`config.mk`:
```
export PLATFORM = sky130hd
export DESIGN_NAME = grf_wb_arbiter
export DESIGN_NICKNAME = d
export VERILOG_FILES = /design/src/rtl/grf_wb_arbiter_pkg.sv /design/src/rtl/grf_wq_fifo.sv /design/src/rtl/grf_wb_arbiter.sv
export SDC_FILE = /design/constraint.sdc
export NUM_CORES = 1
export LEC_CHECK = 0
export ABC_CLOCK_PERIOD_IN_PS = 8500
export CAP_MARGIN = 30
export CORE_MARGIN = 4
export CORE_UTILIZATION = 50
export DETAILED_ROUTE_END_ITERATION = 7
export PLACE_DENSITY = 0.76
export SKIP_CTS_REPAIR_TIMING = 1
export SYNTH_ARGS = -nofsm -noshare
export SYNTH_HDL_FRONTEND = slang
export SYNTH_SLANG_ARGS = --single-unit
```
`constraint.sdc`:
```
create_clock -name clk -period 8.5 [get_ports clk]
set_input_delay 0.85 -clock clk [delete_from_list [all_inputs] [get_ports clk]]
set_output_delay 0.85 -clock clk [all_outputs]
set_load 0.02 [all_outputs]
```
`src/rtl/grf_wb_arbiter_pkg.sv`:
```
// Shared constants for the register-file writeback arbiter: default widths,
// the hard-wired zero register and requester port indices.
package grf_wb_arbiter_pkg;

  localparam int unsigned DEPTH_DEF = 2;
  localparam int unsigned AW_DEF    = 5;
  localparam int unsigned DW_DEF    = 32;

  localparam logic [AW_DEF-1:0] REG_ZERO = 5'd0;

  localparam logic P_WB = 1'b0;
  localparam logic P_MC = 1'b1;

endpackage

```
`src/rtl/grf_wq_fifo.sv`:
```
// DEPTH-entry address+data writeback queue; exposes per-entry valid/address so
// the owner can answer "is a write to register X still pending".
module grf_wq_fifo
  import grf_wb_arbiter_pkg::*;
#(
  parameter int unsigned DEPTH = DEPTH_DEF,
  parameter int unsigned AW    = AW_DEF,
  parameter int unsigned DW    = DW_DEF
) (
  input  logic                     clk,
  input  logic                     reset,
  input  logic                     push,
  input  logic                     pop,
  input  logic [AW-1:0]            push_addr,
  input  logic [DW-1:0]            push_data,
  output logic                     full_c,
  output logic                     empty_c,
  output logic [AW-1:0]            head_addr_c,
  output logic [DW-1:0]            head_data_c,
  output logic [DEPTH-1:0]         ent_valid_c,
  output logic [DEPTH-1:0][AW-1:0] ent_addr_c
);

  localparam int unsigned PW = $clog2(DEPTH);
  localparam int unsigned CW = PW + 1;

  logic [PW-1:0]            wp;
  logic [PW-1:0]            rp;
  logic [CW-1:0]            count;
  logic [DEPTH-1:0][AW-1:0] mem_addr;
  logic [DEPTH-1:0][DW-1:0] mem_data;
  logic                     do_push;
  logic                     do_pop;
  logic [PW-1:0]            off;

  assign full_c      = (count == CW'(DEPTH));
  assign empty_c     = (count == '0);
  assign do_push     = push && !full_c;
  assign do_pop      = pop && !empty_c;
  assign head_addr_c = mem_addr[rp];
  assign head_data_c = mem_data[rp];
  assign ent_addr_c  = mem_addr;

  always_ff @(posedge clk or negedge reset) begin
    if (!reset) begin
      wp    <= '0;
      rp    <= '0;
      count <= '0;
    end else begin
      if (do_push) wp <= wp + PW'(1);
      if (do_pop)  rp <= rp + PW'(1);
      if (do_push && !do_pop)      count <= count + CW'(1);
      else if (do_pop && !do_push) count <= count - CW'(1);
    end
  end

  always_ff @(posedge clk) begin
    if (do_push) begin
      mem_addr[wp] <= push_addr;
      mem_data[wp] <= push_data;
    end
  end

  // Slot i is live when its distance from the read pointer is below the count.
  always_comb begin
    ent_valid_c = '0;
    off         = '0;
    for (int unsigned i = 0; i < DEPTH; i++) begin
      off            = PW'(i) - rp;
      ent_valid_c[i] = ({1'b0, off} < count);
    end
  end

endmodule

```
`src/rtl/grf_wb_arbiter.sv`:
```
// Round-robin sharing of the register-file write port between the pipeline
// writeback (port 0) and the multi-cycle unit (port 1), with pending queries.
module grf_wb_arbiter
  import grf_wb_arbiter_pkg::*;
#(
  parameter int unsigned DEPTH = DEPTH_DEF,
  parameter int unsigned AW    = AW_DEF,
  parameter int unsigned DW    = DW_DEF
) (
  input  logic          clk,
  input  logic          reset,
  input  logic          req0_valid,
  output logic          req0_ready,
  input  logic [AW-1:0] req0_addr,
  input  logic [DW-1:0] req0_data,
  input  logic          req1_valid,
  output logic          req1_ready,
  input  logic [AW-1:0] req1_addr,
  input  logic [DW-1:0] req1_data,
  output logic [AW-1:0] grf_a3,
  output logic [DW-1:0] grf_wd3,
  output logic          grf_we,
  input  logic [AW-1:0] q_addr1,
  input  logic [AW-1:0] q_addr2,
  output logic          q_pend1,
  output logic          q_pend2,
  output logic          idle
);

  logic                     push0, push1;
  logic                     full0, full1;
  logic                     empty0, empty1;
  logic                     gnt0, gnt1;
  logic                     last_grant;
  logic [AW-1:0]            head_addr0, head_addr1;
  logic [DW-1:0]            head_data0, head_data1;
  logic [DEPTH-1:0]         ev0, ev1;
  logic [DEPTH-1:0][AW-1:0] ea0, ea1;

  // Ready comes from registered occupancy only; zero-register writes are swallowed.
  assign req0_ready = reset && !full0;
  assign req1_ready = reset && !full1;
  assign push0      = req0_valid && req0_ready && (req0_addr != AW'(REG_ZERO));
  assign push1      = req1_valid && req1_ready && (req1_addr != AW'(REG_ZERO));
  assign idle       = empty0 && empty1 && !grf_we;

  grf_wq_fifo #(.DEPTH(DEPTH), .AW(AW), .DW(DW)) u_q0 (
    .clk         (clk),
    .reset       (reset),
    .push        (push0),
    .pop         (gnt0),
    .push_addr   (req0_addr),
    .push_data   (req0_data),
    .full_c      (full0),
    .empty_c     (empty0),
    .head_addr_c (head_addr0),
    .head_data_c (head_data0),
    .ent_valid_c (ev0),
    .ent_addr_c  (ea0)
  );

  grf_wq_fifo #(.DEPTH(DEPTH), .AW(AW), .DW(DW)) u_q1 (
    .clk         (clk),
    .reset       (reset),
    .push        (push1),
    .pop         (gnt1),
    .push_addr   (req1_addr),
    .push_data   (req1_data),
    .full_c      (full1),
    .empty_c     (empty1),
    .head_addr_c (head_addr1),
    .head_data_c (head_data1),
    .ent_valid_c (ev1),
    .ent_addr_c  (ea1)
  );

  // On a tie the port that did not win last time is served.
  always_comb begin
    gnt0 = 1'b0;
    gnt1 = 1'b0;
    if (!empty0 && !empty1) begin
      gnt0 = (last_grant != P_WB);
      gnt1 = (last_grant == P_WB);
    end else begin
      gnt0 = !empty0;
      gnt1 = !empty1;
    end
  end

  always_ff @(posedge clk or negedge reset) begin
    if (!reset) begin
      grf_we     <= 1'b0;
      grf_a3     <= '0;
      grf_wd3    <= '0;
      last_grant <= P_MC;
    end else begin
      grf_we <= gnt0 || gnt1;
      if (gnt0) begin
        grf_a3     <= head_addr0;
        grf_wd3    <= head_data0;
        last_grant <= P_WB;
      end else if (gnt1) begin
        grf_a3     <= head_addr1;
        grf_wd3    <= head_data1;
        last_grant <= P_MC;
      end
    end
  end

  // A register is pending while any queue slot or the issuing write targets it.
  always_comb begin
    q_pend1 = grf_we && (grf_a3 == q_addr1);
    q_pend2 = grf_we && (grf_a3 == q_addr2);
    for (int unsigned i = 0; i < DEPTH; i++) begin
      q_pend1 = q_pend1 || (ev0[i] && (ea0[i] == q_addr1)) || (ev1[i] && (ea1[i] == q_addr1));
      q_pend2 = q_pend2 || (ev0[i] && (ea0[i] == q_addr2)) || (ev1[i] && (ea1[i] == q_addr2));
    end
    if (q_addr1 == AW'(REG_ZERO)) q_pend1 = 1'b0;
    if (q_addr2 == AW'(REG_ZERO)) q_pend2 = 1'b0;
  end

endmodule

```
==> qor.yml <==
critical_path:
  crit_required_ns: 7.65
  worstRegToRegCells: 6
  slowest_delay_ns: 0.62
  crit_path_end_kind: "primary output"
  startpoint_type: "input pin"
  worstPathArrival_ns: 3.28
  cp-endpoint: "q_pend1"
  r2r-end: "u_q0.mem_data[9]"
  rrSetupSlack_ns: 5.94
  critical_path.most_common_cell: "clkdlybuf4s50_1"
  startpoint: "q_addr1[4]"
  setup.worst_path.class: "input pin to primary output"
  path_max_fanout: 6
  critical_path.cell_chain: "clkdlybuf4s50_1 -> xor2_1 -> or4_1 -> o311a_1 -> a21oi_1 -> clkdlybuf4s50_1"
  reg2reg_from: "u_q0.count[0]"
  crit_path_top_delay_cell: "clkdlybuf4s50_1"
drt:
  post_drt_via_cell_ratio: 5.480
  avgRoutedWirePerCell_um: 19.77
  post-route-drc-count: 0
  drt_pre_antenna_iters: 5
  routed_wl_um: 18420
  drt_iter0_markers: 267
  vias: 5107
  detail-route-antenna-nets: 0
power_and_ir_drop:
  p_leak_nw: 3.739
  peakVddDrop_mv: 0.1819
  powerDensity_mw_per_mm2: 342.1
sta:
  maxSlewHeadroom: 0.5154
  slew_violations: 0
  fin_skew_ns: 0.01105
  hold_viol: 0
  tightest_slew_ns: 0.7269
  post-route-period-util: 0.4859
  min_period_ns: 4.130
  rsz0062_at_grt: "no"
  setup_tns_ns: 0
  setup_viol: 0
  fmax_ghz: 0.2421
min_path:
  hp-start: "grf_wd3[24]"
  min_path_type: "flip-flop to flip-flop"
clocking:
  root_buffer: "clkbuf_16"
  cts_tree: "yes"
  clk_pin_slew_ns: 0.06
  clockBufferDepth: 2
  cts.sinks: 195
  ctsHtreeMaxLevel: 4
  cts_buffers: 17
  clock_latency_ns: 0.43
floorplanning:
  ios: 131
  coreArea_mm2: 0.01600
  die_y_um: 136.1
  start_util: 0.5130
  dieArea_mm2: 0.01853
  fp.dieW_um: 136.1
  num_rows: 46
job:
  max_cap_viol_count: 0
logic_synthesis:
  yosys_register_bits: 195
  synth_top_cell_by_area: "edfxtp_1"
  yosysUniqueCellTypes: 35
  yosysSeqAreaShare: 0.6849
  netlist_area_mm2: 0.008208
  synthTopCellsByArea: "edfxtp_1 (54%), dfrtp_1 (14%), mux2i_1 (4.5%)"
  avgSynthCellArea_um2: 14.13
  syn-num-nets: 671
  netlist.area_leader.share: 0.5415
  yosysWarnings: 0
  syn_inst: 581
grt:
  grt_pass1_vias: 5504
  grt_pass1_wl_um: 28700
  overflow: 0
  antenna_found_initial: 0
  grt_start_max_net_pins: 50
  gr-usage-all-layers: 0.2062
place:
  io_buffers: 130
  hpwl_um: 12300
  gp_congestion: 0.9286
status:
  status: "finished, final reports clean"
final_layout:
  fill_cells: 1209
  final_cell_mix: "edfxtp_1 (148), clkdlybuf4s50_1 (129), nor2_1 (46), a21oi_1 (44), dfrtp_1 (44)"
  finalNetCount: 793
  utilization: 0.6492
  antennaDiodeCount: 0
  layout_commonest_cell: "edfxtp_1"
  drive_above_1_share: 0.1117
  area_growth_pct: 26.56
==> final cells by class <==
| type | count | area, µm² | share of cell area |
|---|---|---|---|
| Sequential cell | 195 | 5624 | 0.5414 |
| Multi-Input combinational cell | 341 | 2419 | 0.2328 |
| Timing Repair Buffer | 142 | 1464 | 0.1409 |
| Clock buffer | 18 | 429.2 | 0.04132 |
| Tap cell | 216 | 270.3 | 0.02602 |
| Clock inverter | 14 | 158.9 | 0.01530 |
| Inverter | 6 | 22.52 | 0.002168 |
==> per-layer routing <==
metal | routed length (µm) | GRT usage | vias up | share of wire
met3 | 1189 | 0.04700 | 37 | 0.065
met5 | 0 | 0 | - | 0
met1 | 7293 | 0.2494 | 2504 | 0.40
li1 | - | - | 2380 | -
met2 | 9401 | 0.3462 | 186 | 0.51
met4 | 537 | 0.1069 | 0 | 0.029
==> report_power, final <==
part	switching (W)	leakage (nW)	internal, W
logic	0.000707	1.54	0.000600
clock network	0.000334	0.291	0.000462
registers	0.000198	1.90	0.00125
total	0.00124	3.74	0.00231
==> flip-flops by register name (all words and copies together), names as in the netlist, 2 cells and up <==
signal and flops:
u_q0.mem_data 64, grf_wd3 32, grf_a3 5, u_q1.ent_addr_c 10
u_q0.count 2, u_q1.mem_data 64, u_q0.ent_addr_c 10, u_q1.count 2
==> metrics by stage <==
| stage | area [µm²] | setup slack (ns) | instances | hold WS (ns) | power, W |
|---|---|---|---|---|---|
| 2_1_floorplan | 8208 | 4.748 | 581 | 0.4555 | 0.002242 |
| 3_3_place_gp | 9684 | 4.424 | 895 | 0.4735 | 0.002673 |
| 3_5_place_dp | 9724 | 4.379 | 897 | 0.4894 | 0.002750 |
| 4_1_cts | 10310 | 4.366 | 929 | 0.5040 | 0.003551 |
| 5_1_grt | 10390 | 4.279 | 932 | 0.5295 | 0.003747 |
| 6_report | 10390 | 4.370 | 932 | 0.4982 | 0.003554 |
==> cells in the mapped netlist (all sizes together) <==
master,count
a211oi,1
a21boi,2
a21o,1
a21oi,45
a22oi,23
a31oi,2
and2,2
buf,19
clkbuf,20
dfrtp,46
dfstp,1
edfxtp,148
ha,2
inv,6
mux2,37
mux2i,37
nand2,17
nand3,2
nand4,4
nor2,48
nor2b,2
nor3,6
nor4,5
o21ai,39
o311a,1
or2,2
or4,3
xnor2,24
xor2,36
==> cells by family after synthesis <==
group,Yosys count,share of synthesized area
multiplexers,74,0.09588
adder cells (fa/ha/maj),2,0.003048
AND/OR/NAND/NOR,91,0.04878
XOR/XNOR,60,0.06402
flip-flops,195,0.6849
buffers and inverters,45,0.02424
AO/OA/AOI/OAI,114,0.07912
==> worst min path at each step <==
stage / end / slack [ns] / cells past startpoint
floorplan: u_q0.wp / 0.46 / 1
global placement: grf_wd3[20] / 0.47 / 2
detailed placement: grf_wd3[24] / 0.49 / 2
CTS: grf_wd3[24] / 0.50 / 2
global route: grf_wd3[19] / 0.53 / 2
finish: grf_wd3[24] / 0.50 / 2
==> worst max-delay path, delay by kind of cell <==
kind | cells | cell delay (ns)
buffers and inverters | 2 | 1.20
AND/OR/NAND/NOR | 1 | 0.52
AO/OA/AOI/OAI | 2 | 0.49
XOR/XNOR | 1 | 0.21
No activity file was read; power rests on OpenSTA's default activity.
==> patch 1: new RTL, config.mk and constraints unchanged <==
Make the reset (`reset`) synchronous in 2 clocked blocks.
--- a/src/rtl/grf_wq_fifo.sv
+++ b/src/rtl/grf_wq_fifo.sv
@@ -43,3 +43,3 @@
 
-  always_ff @(posedge clk or negedge reset) begin
+  always_ff @(posedge clk) begin
     if (!reset) begin
--- a/src/rtl/grf_wb_arbiter.sv
+++ b/src/rtl/grf_wb_arbiter.sv
@@ -89,3 +89,3 @@
 
-  always_ff @(posedge clk or negedge reset) begin
+  always_ff @(posedge clk) begin
     if (!reset) begin
Behaviour: differs if reset is asserted again (counterexample within 4 cycles, from zero or initial values and one cycle with reset low); with reset held inactive, the same outputs for 4 cycles.
==> patch 1 against the original RTL <==
Clock power decreased by 4.9%; routed wire length fell by 2.9%; design area decreased by 1.7%; clock skew is 0.0015 ns lower; worst setup slack better by 0.0031 ns; sequential share of layout area shrank 1.4 points; sequential cell count unchanged; utilization down 0.87 points; total power is 18% lower; area after synthesis is 0.79% lower; count of clock-buffer cells in the layout fell by 1; worst hold slack got worse by 0.040 ns.
==> patch 1: results (changes against the original RTL) <==
metric,value,unit,change
outcome,completed,,
synth_cell_type_count,37,,+5.7%
clkCellAreaFrac,5.575,%,-0.086 points
switching_share,33.32,%,-1.6 points
first_global_vias,5465,,-0.71%
fillCellCount,1185,,-2.0%
power_frac_seq,43.0,%,+2.2 points
grt_pass1_wl,28.29,mm,-1.4%
multi_input_area_share,25.27,%,+2.0 points
num-nonclk-inverters,4,,-2
met1Wirelength,7.824,mm,+7.3%
place_hpwl,11.55,mm,-6.1%
signal_buffers,139,,-2.1%
dp.cells,898,,+0.11%
gp_congestion,0.9237,,-0.53%
track_usage,20.15,%,-0.47 points
yosys-top-cells-area,"edfxtp_1 (55%), dfxtp_1 (12%), mux2_2 (5.1%)",,
r2r-end,u_q0.mem_data[12],,
synth_nets,679,,+1.2%
groute.layer.met2.usage,33.38,%,-1.2 points
grtUsageMet1,26.05,%,+1.1 points
seq_area,5388,um^2,-4.2%
maxSlewHeadroom,40.99,%,-11 points
skew,0.009503,ns,-0.001546 ns
holdPathEnd,grf_wd3[20],,
seq_area_frac_synth,66.13,%,-2.4 points
power.density,284.3,nW/um^2,-17%
[patch 1: logic make-up after synthesis]
family	Yosys count	synth area share [%]
simple gates	116	6.392
mux	74	9.665
fa+ha+maj	2	0.3073
xor+xnor	56	6.023
flops	195	66.13
compound gates	98	8.805
buf+inv	48	2.674
[patch 1: how the worst max path moves through the flow]
stage               cells after the start  slack (ns)  startpoint            endpoint
global placement                        6        4.42  q_addr1[4]             q_pend1
global route                            6        4.27  q_addr1[4]             q_pend1
floorplan                               3        4.62       reset  u_q0.ent_addr_c[0]
detailed placement                      6        4.38  q_addr1[4]             q_pend1
CTS                                     6        4.37  q_addr1[4]             q_pend1
finish                                  6        4.37  q_addr1[4]             q_pend1
[patch 1: metrics by stage]
step | area (um^2) | worst slack, ns
global placement | 9602 | 4.424
CTS | 10170 | 4.368
floorplan | 8143 | 4.625
detailed placement | 9602 | 4.377
finish | 10210 | 4.373
global route | 10210 | 4.271
==> patch 2: new RTL, same flow settings <==
Without the edit above. Set the package constant `REG_ZERO` to 5'd1 (it was 5'd0).
--- a/src/rtl/grf_wb_arbiter_pkg.sv
+++ b/src/rtl/grf_wb_arbiter_pkg.sv
@@ -8,3 +8,3 @@
 
-  localparam logic [AW_DEF-1:0] REG_ZERO = 5'd0;
+  localparam logic [AW_DEF-1:0] REG_ZERO = 5'd1;
 
Behaviour: not the same (a bounded check fails within 4 cycles, from zero or initial values and one cycle with reset low).
==> patch 2 against the original RTL <==
Sequential cell count is the same; design area rose by 0.53%; global-route usage increased by 0.65 points; worst setup slack gained 0.0015 ns; area after synthesis grew 0.47%; total power up 1.8%; via count up 2.1%; sequential share of layout area fell by 0.29 points; routed wire length up 3.5%; critical path type unchanged; critical endpoint unchanged; highest routed layer unchanged.
==> patch 2: results (changes against the original RTL) <==
metric,value,unit,change
outcome,completed,,
finalNetCount,790,,-0.38%
synth_cell_type_count,36,,+2.9%
synth_compound_area_share,8.694,%,+0.78 points
vias,5214,,+2.1%
whs,0.5053,ns,+0.007125 ns
buf_share,13.79,%,-0.30 points
seq_area_share,53.86,%,-0.29 points
clkCellAreaFrac,6.075,%,+0.41 points
dp.cells,895,,-0.22%
multi_input_cells,339,,-0.59%
dpl_cell_area,9768,um^2,+0.45%
instances_no_fill,929,,-0.32%
use_met3,4.367,%,-0.33 points
seq_area_frac_synth,68.17,%,-0.32 points
groute.layer.met2.usage,35.47,%,+0.85 points
place_hpwl,12.23,mm,-0.54%
multi_input_area_share,23.47,%,+0.19 points
synthAdderAreaFrac,0.3034,%,-0.0014 points
fillCellCount,1175,,-2.8%
wl,19.07,mm,+3.5%
signal_buffers,141,,-0.70%
gp_congestion,0.9658,,+4.0%
drt_iter0_drc,310,,+16%
skew,0.01123,ns,+0.0001790 ns
nClkBuffers,21,,+3
wl_met3,1.077,mm,-9.4%
nFlopsAndLatches,195,,unchanged
rrSetupSlack,6.02,ns,+0.08 ns
tightest_slew,0.9176,ns,+0.1907 ns
p_int,2.352,mW,+1.7%
leakagePower,3.766,nW,+0.72%
[patch 2: cell types whose count changed in the layout (fill, tap and decap cells not counted), sizes merged, moves of 3 or more]
cell    change
clkinv      -5
a21oi       -4
nand2       -9
clkbuf      +3
nor4        +4
a22oi      +11
[patch 2: logic make-up (layout without fill, tap and decap cells)]
logic type / count (synthesis) / after routing
buf+inv: 46 / 179
fa+ha+maj: 2 / 2
mux: 74 / 74
compound gates: 121 / 121
xor+xnor: 60 / 60
flops: 195 / 195
simple gates: 82 / 82
[patch 2: power groups by stage]
| stage | combinational [mW] | sequential (mW) | clock [mW] |
|---|---|---|---|
| after global routing | 1.45 | 1.47 | 0.897 |
| final | 1.33 | 1.45 | 0.840 |
| after CTS | 1.29 | 1.49 | 0.854 |
| after floorplan | 0.790 | 1.47 | 0 |
| after detailed placement | 1.28 | 1.50 | 0 |
| after global placement | 1.21 | 1.50 | 0 |
[patch 2: final timing paths]
kind,startpoint,to,cells past startpoint
worst max register to register,last_grant,u_q0.count[1],5
max in group asynchronous,reset,u_q1.rp,2
worst min register to register,u_q0.wp,u_q0.wp,1
worst max-delay path,q_addr1[4],q_pend1,6
worst min-delay path,u_q0.wp,u_q0.wp,1
min in group asynchronous,reset,grf_we,2
[patch 2: worst reg2reg max path, stage by stage, from the launching register on]
cell and delay, ns:
dfstp_2 1.09, o21ai_1 0.53, ha_1 0.38, xor2_1 0.14, nor2_1 0.12, xor2_1 0.14
[patch 2: per-stage QoR]
step           setup slack (ns)  total power [mW]
6_report                  4.371             3.619
5_1_grt                   4.298             3.821
4_1_cts                   4.366             3.632
3_5_place_dp              4.374             2.778
3_3_place_gp              4.388             2.703
2_1_floorplan             4.082             2.263
